`config.mk`:
```
export PLATFORM = sky130hd
export DESIGN_NAME = key_bounce_gen
export DESIGN_NICKNAME = d
export VERILOG_FILES = /design/src/rtl/key_pkg.sv /design/src/rtl/lfsr16.sv /design/src/rtl/key_bounce_gen.sv
export SDC_FILE = /design/constraint.sdc
export NUM_CORES = 1
export LEC_CHECK = 0
export CAP_MARGIN = 40
export CORE_ASPECT_RATIO = 1.4
export CORE_UTILIZATION = 55
export DETAILED_ROUTE_END_ITERATION = 8
export PLACE_DENSITY = 0.84
export REMOVE_ABC_BUFFERS = 1
export SLEW_MARGIN = 15
export SYNTH_ARGS = -nofsm -noshare
export SYNTH_HDL_FRONTEND = slang
export SYNTH_SLANG_ARGS = --single-unit
```
`constraint.sdc`:
```
create_clock -name clk -period 2.8 [get_ports clk]
set_clock_uncertainty 0.05 [all_clocks]
set_input_delay 0.56 -clock clk [delete_from_list [all_inputs] [get_ports clk]]
set_output_delay 0.56 -clock clk [all_outputs]
set_load 0.02 [all_outputs]
```
`src/rtl/key_pkg.sv`:
```
// Shared types and constants for the key emulator and the debouncer it feeds.
package key_pkg;

    typedef enum logic [1:0] {
        IDLE    = 2'd0,
        PRESS   = 2'd1,
        HOLD    = 2'd2,
        RELEASE = 2'd3
    } key_state_t;

    localparam int                LFSR_W    = 16;
    // Fibonacci taps 16,14,13,11 expressed as zero-based bit positions 15,13,12,10.
    localparam logic [LFSR_W-1:0] LFSR_TAPS = 16'hB400;

    localparam logic KEY_IDLE    = 1'b1;
    localparam logic KEY_PRESSED = 1'b0;

    function automatic logic [LFSR_W-1:0] lfsr_next(input logic [LFSR_W-1:0] cur);
        return {cur[LFSR_W-2:0], ^(cur & LFSR_TAPS)};
    endfunction

endpackage

```
`src/rtl/lfsr16.sv`:
```
// Free-running 16-bit Fibonacci LFSR that feeds the bounce gap generator.
// Only built when KEY_BOUNCE_EN is defined.
`ifdef KEY_BOUNCE_EN
module lfsr16
    import key_pkg::*;
#(
    parameter logic [LFSR_W-1:0] SEED = 16'hACE1
) (
    input  logic              clk,
    input  logic              rst,
    output logic [LFSR_W-1:0] q
);

    // An all-zero state would lock the register, so a zero seed becomes 1.
    localparam logic [LFSR_W-1:0] SEED_NZ = (SEED == '0) ? 16'h0001 : SEED;

    always_ff @(posedge clk) begin
        if (rst) begin
            q <= SEED_NZ;
        end else begin
            q <= lfsr_next(q);
        end
    end

endmodule
`endif

```
`src/rtl/key_bounce_gen.sv`:
```
// Key-press emulator: turns a press request into an active-low key waveform.
// Define KEY_BOUNCE_EN to add pseudo-random contact bounce in the press/release windows.
module key_bounce_gen
    import key_pkg::*;
#(
    parameter int          BOUNCE_CYC = 500_000,
    parameter int          GAP_W      = 12,
    parameter int          HOLD_W     = 24,
    parameter logic [15:0] SEED       = 16'hACE1
) (
    input  logic              clk,
    input  logic              rst,
    input  logic              req_valid,
    output logic              req_ready,
    input  logic [HOLD_W-1:0] req_hold,
    output logic              key_out,
    output logic              busy,
    output logic              done
);

    localparam int               WIN_W    = $clog2(BOUNCE_CYC + 1);
    localparam logic [WIN_W-1:0] WIN_LAST = WIN_W'(BOUNCE_CYC - 1);
    localparam logic [WIN_W-1:0] WIN_PEN  = WIN_W'(BOUNCE_CYC - 2);
    localparam logic [WIN_W-1:0] WIN_ONE  = WIN_W'(1);
    localparam logic [HOLD_W-1:0] HOLD_ONE = HOLD_W'(1);

    key_state_t        state_q, state_d;
    logic              key_q, key_d;
    logic              done_q, done_d;
    logic [WIN_W-1:0]  win_q, win_d;
    logic [HOLD_W-1:0] hold_q, hold_d;
    logic              win_level;

`ifdef KEY_BOUNCE_EN
    localparam logic [GAP_W:0] GAP_ONE = (GAP_W + 1)'(1);

    logic [LFSR_W-1:0] lfsr_q;
    logic [GAP_W:0]    gap_q, gap_d;
    logic [GAP_W:0]    gap_load;
    logic              gap_expired;

    lfsr16 #(
        .SEED (SEED)
    ) u_lfsr (
        .clk (clk),
        .rst (rst),
        .q   (lfsr_q)
    );

    assign gap_load    = {1'b0, lfsr_q[GAP_W-1:0]} + GAP_ONE;
    assign gap_expired = (gap_q == GAP_ONE);

    if (GAP_W < LFSR_W) begin : g_lfsr_spare
        logic lfsr_unused;
        assign lfsr_unused = ^lfsr_q[LFSR_W-1:GAP_W];
    end
`else
    logic [15:0] cfg_unused;
    assign cfg_unused = SEED ^ 16'(GAP_W);
`endif

    always_ff @(posedge clk) begin
        if (rst) begin
            state_q <= IDLE;
            key_q   <= KEY_IDLE;
            done_q  <= 1'b0;
            win_q   <= '0;
            hold_q  <= '0;
`ifdef KEY_BOUNCE_EN
            gap_q   <= '0;
`endif
        end else begin
            state_q <= state_d;
            key_q   <= key_d;
            done_q  <= done_d;
            win_q   <= win_d;
            hold_q  <= hold_d;
`ifdef KEY_BOUNCE_EN
            gap_q   <= gap_d;
`endif
        end
    end

    // PRESS and RELEASE share one window engine; only the settled level differs.
    assign win_level = (state_q == PRESS) ? KEY_PRESSED : KEY_IDLE;

    always_comb begin
        state_d = state_q;
        key_d   = key_q;
        done_d  = 1'b0;
        win_d   = win_q;
        hold_d  = hold_q;
`ifdef KEY_BOUNCE_EN
        gap_d   = gap_q;
`endif
        case (state_q)
            IDLE: begin
                key_d = KEY_IDLE;
                if (req_valid) begin
                    state_d = PRESS;
                    key_d   = KEY_PRESSED;
                    win_d   = '0;
                    hold_d  = (req_hold == '0) ? HOLD_ONE : req_hold;
`ifdef KEY_BOUNCE_EN
                    gap_d   = gap_load;
`endif
                end
            end
            PRESS, RELEASE: begin
                if (win_q == WIN_LAST) begin
                    key_d = win_level;
                    win_d = '0;
                    if (state_q == PRESS) begin
                        state_d = HOLD;
                    end else begin
                        state_d = IDLE;
                        done_d  = 1'b1;
                    end
                end else begin
                    win_d = win_q + WIN_ONE;
`ifdef KEY_BOUNCE_EN
                    gap_d = gap_expired ? gap_load : (gap_q - GAP_ONE);
`endif
                    // The register lands on the settled level in the last window cycle.
                    if (win_q == WIN_PEN) begin
                        key_d = win_level;
                    end
`ifdef KEY_BOUNCE_EN
                    else if (gap_expired) begin
                        key_d = ~key_q;
                    end
`endif
                end
            end
            HOLD: begin
                key_d = KEY_PRESSED;
                if (hold_q == HOLD_ONE) begin
                    state_d = RELEASE;
                    key_d   = KEY_IDLE;
                    win_d   = '0;
`ifdef KEY_BOUNCE_EN
                    gap_d   = gap_load;
`endif
                end else begin
                    hold_d = hold_q - HOLD_ONE;
                end
            end
            default: begin
                state_d = IDLE;
                key_d   = KEY_IDLE;
            end
        endcase
    end

    assign req_ready = (state_q == IDLE);
    assign busy      = (state_q != IDLE);
    assign key_out   = key_q;
    assign done      = done_q;

endmodule

```
Yosys cells after proc, flatten, opt, wreduce, memory -nomap -nowiden
Index checks and enable logic that the tools add are counted.
{ "word_totals": {"reg_bits": 47, "elab_cells": 48} }
{ "classes": {"addsub": 2, "eq_ne": 11, "n_mux": 19, "n_bitwise": 2, "n_reduce_logical": 9} }
{ "op_table": {"columns": ["operator", "count"], "rows": [
  ["$mux 24", 3],
  ["$mux 19", 3],
  ["$pmux 19 s3", 1],
  ["$pmux 24 s2", 1],
  ["$eq 19x19->1 const B", 2],
  ["$eq 24x1->1 const B", 1],
  ["$logic_not 24->1", 1],
  ["$sub 24x1->24 const B", 1],
  ["$add 19x1->19 const B", 1],
  ["$mux 2", 4],
  ["$ne 2x2->1 const B", 4],
  ["$pmux 2 s3", 1],
  ["$reduce_and 3->1", 2],
  ["$mux 1", 5],
  ["$eq 2x2->1 const B", 2],
  ["$reduce_bool 2->1", 2],
  ["$ne 3x3->1 const B", 1],
  ["$pmux 1 s3", 1],
  ["$reduce_or 3->1", 1],
  ["$eq 2x1->1 const B", 1],
  ["$logic_not 2->1", 1],
  ["$not 1->1", 2],
  ["$reduce_and 2->1", 1],
  ["$reduce_or 2->1", 1]
]} }

Longest topological paths before layout
Gate-level depths: netlist (run 1).
{ "logic_depth": {"depth_word": 5, "ltp_mapped": 9, "ltp_nobuf": 7} }

Worst setup path after synthesis (run 1)
No wires, ideal clock.
{ "synth_path": {"path_type": "register -> register", "from": "register state_q[0]", "to": "register win_q[0]", "setup_time_ns": 0.117, "arrival_ns": 2.100, "t_required_ns": 2.633, "path_slack_ns": 0.532, "path_stages_with_launch": 10, "n_path_buf": 2, "period_less_slack_ns": 2.268, "path_cell_list": "dfxtp_1 > inv_1 > ha_1 > inv_1 > o21ai_2 > o32a_1 > buf_6 > o21ai_2 > buf_2 > nor2_1"} }
{ "synth_between": {"elab_chain_len": 3, "elab_cells_between_ends": 9, "cone_classes": "eq/ne: 5; mux: 1; reduce/logical: 3"} }
{ "synth_rtl": {"columns": ["element", "line", "text"], "rows": [
  ["start, declared", "key_bounce_gen.sv:27", "key_state_t state_q, state_d;"],
  ["start signal, assigned", "key_bounce_gen.sv:73", "state_q <= state_d;"],
  ["$logic_not 2->1 *", null, null],
  ["named net req_ready", "key_bounce_gen.sv:14", "output logic req_ready,"],
  ["$ne 2x2->1 (no source line)", null, null],
  ["$reduce_and 2->1 (no source line)", null, null],
  ["end signal, assigned", "key_bounce_gen.sv:76", "win_q <= win_d;"],
  ["end, declared", "key_bounce_gen.sv:30", "logic [WIN_W-1:0] win_q, win_d;"]
]} }
Mark *: on every way through the listed nets, which the timed path passes. The rest lies on a longest branch.
A chain may end at the register's enable or synchronous reset.

Worst setup path after layout (run 1)
{ "layout_path": {"from": "register hold_q[0]", "to": "register win_q[11]"} }
{ "layout_between": {"elab_chain_len": 3} }
{ "layout_rtl": {"columns": ["element", "line", "text"], "rows": [
  ["start, declared", "key_bounce_gen.sv:31", "logic [HOLD_W-1:0] hold_q, hold_d;"],
  ["start signal, assigned", "key_bounce_gen.sv:77", "hold_q <= hold_d;"],
  ["$eq 24x1->1", "key_bounce_gen.sv:137", "if (hold_q == HOLD_ONE) begin"],
  ["$ne 2x2->1 (no source line)", null, null],
  ["$reduce_and 2->1 (no source line)", null, null]
]} }
Every way passes these cells.

==> impl_metrics.py, run 1 <==
metrics = {
    "job": {
        "maxCapViolCount": 0,
    },
    "final_layout": {
        "final_common_cell": "dfxtp_1",
        "utilization": 0.6718,
        "multi_input_area_mm2": 0.001867,
        "fin_nets": 444,
        "area_growth_pct": 17.57,
        "diodes": 0,
        "seq_area_um2": 940.9,
        "layout.cells.non_filler": 476,
        "drive_above_1_share": 0.07561,
        "fillCellCount": 441,
        "final_cell_mix": "47 x dfxtp_1, 43 x a21oi_1, 41 x nand2_1",
        "final_cell_area_mm2": 0.003466,
    },
    "sta": {
        "drv_slew": 0,
        "fin_crit_ns": 2.570,
        "worstMarginPinSlew_ns": 0.6393,
        "setup_violations": 0,
        "max_freq_ghz": 0.3890,
        "fin_crit_sh": 0.9180,
        "rsz0062_at_grt": "false",
        "slew_headroom": 0.5709,
        "hold_violations": 0,
    },
    "power": {
        "leakagePower_nw": 1.109,
        "power_density_mw_per_mm2": 948.6,
        "power.total_w": 0.003288,
        "ir_drop_uv": 536.7,
    },
    "grt": {
        "grt_pass1_vias": 2942,
        "grt_pass1_wl_um": 13080,
        "grt-ovfl-total": 0,
        "grt_max_degree": 39,
        "antenna_found_initial": 0,
        "groute.usage.overall": 0.2939,
    },
    "yosys": {
        "synth_top_cell_by_area": "dfxtp_1",
        "synth_flop_cell": "dfxtp_1",
        "ys_seq_area_frac": 0.3192,
        "ys_seq_elements": 47,
        "async_flop_share": 0,
        "synth_area_mm2": 0.002948,
        "yosysWarnings": 0,
        "synth_top_area_frac": 0.3192,
        "synth_edf_count": 0,
        "synth_area_leaders": "dfxtp_1 32%, a21oi_1 7.3%, nand2_1 5.2%",
        "synth.avg_cell_area_um2": 7.757,
        "synthCells": 380,
        "ys_types": 54,
    },
    "routing": {
        "drtPass1Iterations": 5,
        "via_count": 3153,
        "viasPerCell": 6.624,
        "wire_per_inst_um": 16.50,
        "finalWirelength_um": 7853,
        "drt_iter0_markers": 334,
        "antenna_left": 0,
        "remaining_drc_errors": 0,
    },
    "clock_tree": {
        "cts_buffer_depth": 2,
        "cts_max_level": 2,
        "postCtsSetupBuffers": 0,
        "clk_pin_slew_ns": 0.10,
        "cts_sinks": 47,
        "cts_tree": "yes",
        "cts_resized": 0,
        "numCtsBuffers": 5,
        "insertion_delay_ns": 0.31,
        "cts_hold_buf": 0,
        "root_buffer": "clkbuf_8",
    },
    "floorplanning": {
        "rows": 31,
        "core-area_mm2": 0.005159,
        "die_area_mm2": 0.005661,
        "start_util": 0.5714,
        "die_w_um": 63.88,
        "die_h_um": 88.62,
        "ios": 31,
    },
    "run_status": {
        "status": "finished clean",
    },
    "worst_setup_path": {
        "cp_data_arrival_time_ns": 2.75,
        "worst_r2r_path_depth": 7,
        "slowest_stage": "or4_1",
        "crit_path_start_kind": "register",
        "crit_required_ns": 2.98,
        "max_stage_delay_ns": 0.52,
        "end_kind": "register",
        "path_max_fanout": 38,
        "crit_type": "register to register",
        "crit_chain": "ha_1 > nor4b_2 > nand4_2 > o32a_1 > buf_4 > or4_1 > a21oi_1",
    },
    "placed_design": {
        "portBuffers": 30,
        "placed_area_mm2": 0.003333,
        "dpl.hpwl_um": 5527,
        "placed_cells_incl_taps": 468,
        "place.gp.congestion": 0.8961,
    },
    "min_path": {
        "hold_path.class": "register to register",
        "min_path_cells": 2,
    },
}
-- routing by layer --
layer	GRT usage	vias up	wire (um)	part of all wire
met5	0	-	0	0
met1	0.3115	1472	3092	0.39
met3	0.04381	30	409	0.052
li1	-	1521	-	-
met4	0.1467	0	271	0.035
met2	0.5609	130	4080	0.52
-- Yosys cell counts, types with 4 or more instances --
cell and instances:
or3_1 11, o2bb2ai_1 4, inv_1 12, nand4_1 11
nor2b_1 5, o31ai_1 16, a31oi_1 4, o31a_1 5
nand2_1 41, a21oi_1 43, dfxtp_1 47, o21ai_1 9
nor2_1 17, nand3_1 14, ha_1 8, nor3_1 12
o21a_1 4, nor4_1 13, or4_1 13, a211oi_1 6
clkbuf_1 15, o21ai_0 20
-- state kept, by name, indices dropped and copies added, names as in the netlist --
name     count
hold_q      24
state_q      2
key_out      1
done         1
win_q       19
-- stage by stage --
step | setup WS, ns | TNS [ns] | hold slack [ns]
after floorplan | -0.4614 | -7.628 | 0.4104
after global placement | 0.3245 | 0 | 0.4034
after detailed placement | 0.2712 | 0 | 0.4074
after CTS | 0.2441 | 0 | 0.4269
after global routing | 0.09006 | 0 | 0.4729
final | 0.2295 | 0 | 0.4210
-- layout make-up --
class                      instances  share of cell area
tap                               66             0.02383
sequential                        47              0.2715
timing repair buffer              43              0.1148
multi-input combinational        300              0.5386
clock inverter                     2             0.01733
clock buffer                       6             0.02094
inverter                          12             0.01300
-- path summary, 6_finish.rpt --
kind,from,end,slack [ns]
worst max-delay path,hold_q[0],win_q[11],0.23
worst max register to register,hold_q[0],win_q[11],0.23
worst min register to register,key_out,key_out,0.42
worst min-delay path,key_out,key_out,0.42
-- cell families after synthesis --
logic type,synth area share
buffers and inverters,0.04753
adders and majority gates,0.03396
and+or+nand+nor,0.3052
AOI/OAI and AO/OA,0.2874
xor gates and xnor gates,0.002972
DFF,0.3192
muxes,0.003820
-- critical path, delay by kind of cell, from the launching register on --
family,cells,cell delay [ns]
AND/OR/NAND/NOR,3,1.05
AO/OA/AOI/OAI,2,0.56
adder cells (fa/ha/maj),1,0.16
flip-flops,1,0.41
buffers and inverters,1,0.24
-- power by group --
group	internal, W	switching [W]	total (W)
combinational	0.000633	0.00109	0.00172
sequential	0.000806	0.000164	0.000970
clock	0.000357	0.000241	0.000599
Power figures use the tool's default switching activity.
==> inputs of run 2 (changes only) <==
--- a/config.mk
+++ b/config.mk
@@ -7,7 +7,9 @@
 export LEC_CHECK = 0
 export CAP_MARGIN = 40
 export CORE_ASPECT_RATIO = 1.4
+export CORE_MARGIN = 4
 export CORE_UTILIZATION = 55
+export CTS_CLUSTER_DIAMETER = 120
 export DETAILED_ROUTE_END_ITERATION = 8
 export PLACE_DENSITY = 0.84
 export REMOVE_ABC_BUFFERS = 1
==> run 2 against run 1 <==
  * Global-route usage shrank 5.0 points
  * Worst hold slack gained 0.011 ns
  * Utilization shrank 1.6 points
  * Critical path type unchanged
  * Combinational power is essentially flat
  * Die area grew 17%
  * Critical endpoint is now win_q[9]
  * Largest cell class unchanged
  * Via count shrank 1.6%
  * First-iteration DRC count shrank 22%
  * Final cell count shrank 0.21%
==> impl_metrics.py, run 2 (synthesis gave the netlist of run 1 again) <==
metrics = {
    "sta": {
        "rsz0062_at_grt": "false",
        "slew_headroom": 0.6257,
        "setup_violations": 0,
        "max_freq_ghz": 0.3919,
        "hold_violations": 0,
        "fin_crit_sh": 0.9112,
        "drv_slew": 0,
        "fin_crit_ns": 2.551,
        "worstMarginPinSlew_ns": 0.5597,
    },
    "worst_setup_path": {
        "end_kind": "register",
        "crit_chain": "inv_1 > ha_1 > nor4b_2 > nand4_2 > o32a_1 > buf_4 > or4_1 > a21oi_1",
        "cp_top_family": "simple AND/OR/NAND/NOR gates",
        "max_stage_delay_ns": 0.52,
        "crit_required_ns": 2.98,
        "rrSetupSlack_ns": 0.25,
        "crit_path_start_kind": "register",
        "crit_type": "register to register",
        "slowest_stage": "or4_1",
        "path_max_fanout": 38,
        "cp_data_arrival_time_ns": 2.73,
        "cp_num_buf_inv": 2,
    },
    "final_layout": {
        "fin_nets": 443,
        "final_cell_area_mm2": 0.003407,
        "fillCellCount": 483,
        "diodes": 0,
        "final_cell_mix": "47 x dfxtp_1, 43 x a21oi_1, 41 x nand2_1",
        "area_growth_pct": 15.58,
        "drive_above_1_share": 0.07090,
        "utilization": 0.6555,
        "top_register": "hold_q",
        "largest_reg_flops": 24,
        "final_common_cell": "dfxtp_1",
        "top_regs": "hold_q (24), win_q (19), state_q (2)",
    },
    "clock_tree": {
        "cts_buffer_depth": 2,
        "root_buffer": "clkbuf_8",
        "insertion_delay_ns": 0.30,
        "cts_max_level": 2,
        "clk_pin_slew_ns": 0.09,
        "postCtsSetupBuffers": 0,
        "cts_sinks": 47,
        "cts_resized": 0,
        "cts_tree": "yes",
        "numCtsBuffers": 5,
        "cts_hold_buf": 0,
    },
    "routing": {
        "drtPass1Iterations": 4,
        "drt_iter0_markers": 259,
        "via_count": 3104,
        "remaining_drc_errors": 0,
        "viasPerCell": 6.535,
        "finalWirelength_um": 7882,
        "antenna_left": 0,
        "wire_per_inst_um": 16.59,
    },
    "power": {
        "power_density_mw_per_mm2": 901.5,
        "leakagePower_nw": 1.080,
        "ir_drop_uv": 545.0,
    },
    "placed_design": {
        "place.gp.congestion": 0.8717,
        "placed_area_mm2": 0.003326,
        "dpl.hpwl_um": 5656,
        "portBuffers": 30,
    },
    "floorplanning": {
        "die_area_mm2": 0.006612,
        "die_w_um": 69.88,
        "core-area_mm2": 0.005197,
        "ios": 31,
        "rows": 31,
        "start_util": 0.5672,
        "die_h_um": 94.62,
    },
    "job": {
        "maxCapViolCount": 0,
    },
    "min_path": {
        "hold_path.class": "register to register",
    },
    "grt": {
        "grt_pass1_wl_um": 13440,
        "grt_pass1_vias": 3067,
        "grt_max_degree": 39,
        "grt-ovfl-total": 0,
        "groute.usage.overall": 0.2437,
        "antenna_found_initial": 0,
    },
    "run_status": {
        "status": "finished clean",
    },
}
-- run 2: cell types whose count changed in the layout (fill, tap and decap cells not counted), sizes merged --
| cell | delta |
|---|---|
| bufinv | -2 |
| clkbuf | +1 |
| clkinv | +1 |
| buf | -1 |
-- run 2: cell type report --
type | instances | area [um^2] | share of cell area
timing repair buffer | 42 | 390.4 | 0.1146
clock buffer | 7 | 76.32 | 0.02240
clock inverter | 1 | 5.005 | 0.001469
inverter | 12 | 45.04 | 0.01322
multi-input combinational | 300 | 1867 | 0.5479
sequential | 47 | 940.9 | 0.2762
tap | 66 | 82.58 | 0.02424
-- run 2: path summary, 6_finish.rpt --
path | end | from | cells past startpoint
worst min register to register | key_out | key_out | 2
worst max register to register | win_q[9] | hold_q[1] | 8
worst min-delay path | key_out | key_out | 2
worst max-delay path | win_q[9] | hold_q[1] | 8
-- run 2: power by group --
part	internal, W	switching [W]	total, W
sequential	0.000806	0.000167	0.000973
combinational	0.000628	0.00107	0.00170
clock	0.000176	0.000223	0.000399
total	0.00161	0.00146	0.00307
-- run 2: stage by stage --
stage	setup TNS, ns	hold slack (ns)	setup WS (ns)	instances	total power, W
2_1_floorplan	-7.628	0.4104	-0.4614	359	0.002083
3_3_place_gp	0	0.3980	0.3311	466	0.002613
3_5_place_dp	0	0.4199	0.2710	467	0.002657
4_1_cts	0	0.4360	0.2913	475	0.003060
5_1_grt	0	0.4796	0.06928	475	0.003289
6_report	0	0.4320	0.2485	475	0.003071
-- run 2: per-layer routing --
metal | GRT usage | wire length (um)
met5 | 0 | 0
met4 | 0.1102 | 198
met3 | 0.04686 | 375
met2 | 0.4543 | 4172
met1 | 0.2647 | 3135
-- run 2: tightest hold or removal path, stage by stage, from the launching register on --
cell and delay [ns]:
dfxtp_1 0.34, a21oi_1 0.06, o21ai_0 0.06
==> inputs of run 3 (changes only) <==
--- a/config.mk
+++ b/config.mk
@@ -5,10 +5,12 @@
 export SDC_FILE = /design/constraint.sdc
 export NUM_CORES = 1
 export LEC_CHECK = 0
+export ABC_CLOCK_PERIOD_IN_PS = 2800
 export CAP_MARGIN = 40
 export CORE_ASPECT_RATIO = 1.4
 export CORE_MARGIN = 4
 export CORE_UTILIZATION = 55
+export CTS_BUF_LIST = sky130_fd_sc_hd__clkbuf_4
 export CTS_CLUSTER_DIAMETER = 120
 export DETAILED_ROUTE_END_ITERATION = 8
 export PLACE_DENSITY = 0.84
==> run 3 against run 2 <==
  * Clock power is 15% lower
  * Cell area is 0.70% lower
  * Global-route usage is 0.13 points higher
  * Sequential cell count stayed put
  * Fmax is 0.50% higher
  * Via count is 0.90% higher
  * Non-clock buffer count stayed put
  * Power is 1.9% lower
  * Critical path depth stayed put
  * Largest power group unchanged
  * Setup slack better by 0.013 ns
  * Die area stayed put
  * First-iteration DRC count is 7.7% lower
==> impl_metrics.py, run 3 (synthesis gave the netlist of run 1 again) <==
metrics = {
    "worst_setup_path": {
        "path_max_fanout": 38,
        "regToRegEndpoint": "win_q[9]",
        "rrSetupSlack_ns": 0.26,
        "crit_type": "register to register",
        "crit_path_start_kind": "register",
        "end_kind": "register",
        "crit_required_ns": 3.05,
        "cp_data_arrival_time_ns": 2.79,
        "rr_startpoint": "hold_q[1]",
        "worst_r2r_path_depth": 8,
    },
    "min_path": {
        "hp-start": "key_out",
        "min_path_cells": 2,
        "hold_path.class": "register to register",
        "min_to": "key_out",
    },
    "sta": {
        "whs_ns": 0.4415,
        "setup_violations": 0,
        "hold_violations": 0,
        "worstMarginPinSlew_ns": 0.5551,
        "max_freq_ghz": 0.3939,
        "fin_crit_sh": 0.9067,
        "rsz0062_at_grt": "false",
        "fin_crit_ns": 2.539,
        "slew_headroom": 0.6288,
        "drv_slew": 0,
    },
    "power": {
        "ir_drop_uv": 541.5,
        "power_density_mw_per_mm2": 890.1,
        "power.total_w": 0.003012,
        "leakagePower_nw": 1.074,
    },
    "routing": {
        "wire_per_inst_um": 16.64,
        "antenna_left": 0,
        "finalWirelength_um": 7904,
        "viasPerCell": 6.594,
        "via_count": 3132,
        "drt_iter0_markers": 239,
        "drtPass1Iterations": 5,
        "remaining_drc_errors": 0,
    },
    "final_layout": {
        "top_register": "hold_q",
        "fillCellCount": 482,
        "final_cell_mix": "47 x dfxtp_1, 43 x a21oi_1, 41 x nand2_1",
        "drive_above_1_share": 0.07579,
        "utilization": 0.6509,
        "final_common_cell": "dfxtp_1",
        "layout.cells.non_filler": 475,
        "fin_nets": 443,
        "area_growth_pct": 14.77,
        "diodes": 0,
        "largest_reg_flops": 24,
        "top_regs": "hold_q (24), win_q (19), state_q (2)",
    },
    "floorplanning": {
        "die_w_um": 69.88,
        "ios": 31,
        "core-area_mm2": 0.005197,
        "die_area_mm2": 0.006612,
        "die_h_um": 94.62,
        "start_util": 0.5672,
        "rows": 31,
    },
    "grt": {
        "groute.usage.overall": 0.2450,
        "antenna_found_initial": 0,
        "grt_pass1_wl_um": 13470,
        "grt_pass1_vias": 3066,
        "grt-ovfl-total": 0,
        "grt_max_degree": 39,
    },
    "run_status": {
        "status": "finished clean",
    },
    "placed_design": {
        "placed_cells_incl_taps": 467,
        "portBuffers": 30,
        "place.gp.congestion": 0.8717,
        "dpl.hpwl_um": 5656,
    },
    "clock_tree": {
        "cts_buffer_depth": 2,
        "cts_sinks": 47,
        "postCtsSetupBuffers": 0,
        "cts_resized": 0,
        "cts_hold_buf": 0,
        "cts_max_level": 2,
        "insertion_delay_ns": 0.36,
        "cts_tree": "yes",
        "root_buffer": "clkbuf_4",
        "numCtsBuffers": 5,
        "clk_pin_slew_ns": 0.14,
    },
    "job": {
        "maxCapViolCount": 0,
    },
}
run 3: cell types whose count changed in the layout (fill, tap and decap cells not counted):
cell / delta
clkbuf_8: -5
clkbuf_1: -2
clkbuf_4: +7
run 3: area by class of cell:
class	instances	area [um^2]	share of cell area
Multi-Input combinational cell	300	1867	0.5518
Clock inverter	1	5.005	0.001479
Sequential cell	47	940.9	0.2781
Tap cell	66	82.58	0.02441
Timing Repair Buffer	42	390.4	0.1154
Inverter	12	45.04	0.01331
Clock buffer	7	52.55	0.01553
run 3: critical path: stages (launching register included):
cell and delay [ns]:
dfxtp_1 0.36, inv_1 0.10, ha_1 0.15, nor4b_2 0.26, nand4_2 0.23, o32a_1 0.39, buf_4 0.24, or4_1 0.52
a21oi_1 0.15
run 3: power breakdown:
part	switching, W	internal, W	leakage, nW
logic	0.00107	0.000628	0.655
clock network	0.000221	0.000118	0.0361
registers	0.000167	0.000805	0.384
total	0.00146	0.00155	1.07
run 3: through the flow:
stage / setup slack, ns / setup TNS [ns] / instance area (um^2)
after floorplan: -0.4614 / -7.628 / 2853
after global placement: 0.3311 / 0 / 3318
after detailed placement: 0.2710 / 0 / 3326
after CTS: 0.2827 / 0 / 3383
after global routing: 0.05137 / 0 / 3383
final: 0.2613 / 0 / 3383
run 3: routing by layer:
layer / routed length, um / track usage / vias up
met3: 336 / 0.05005 / 19
met5: 0 / 0 / -
li1: - / - / 1526
met2: 4109 / 0.4535 / 85
met4: 228 / 0.1150 / 0
met1: 3230 / 0.2654 / 1502
run 3: worst max path at each step:
| stage | startpoint | end |
|---|---|---|
| floorplan | state_q[0] | hold_q[13] |
| global placement | req_valid | hold_q[9] |
| detailed placement | req_valid | hold_q[16] |
| CTS | hold_q[1] | win_q[10] |
| global route | hold_q[1] | win_q[17] |
| finish | hold_q[1] | win_q[9] |
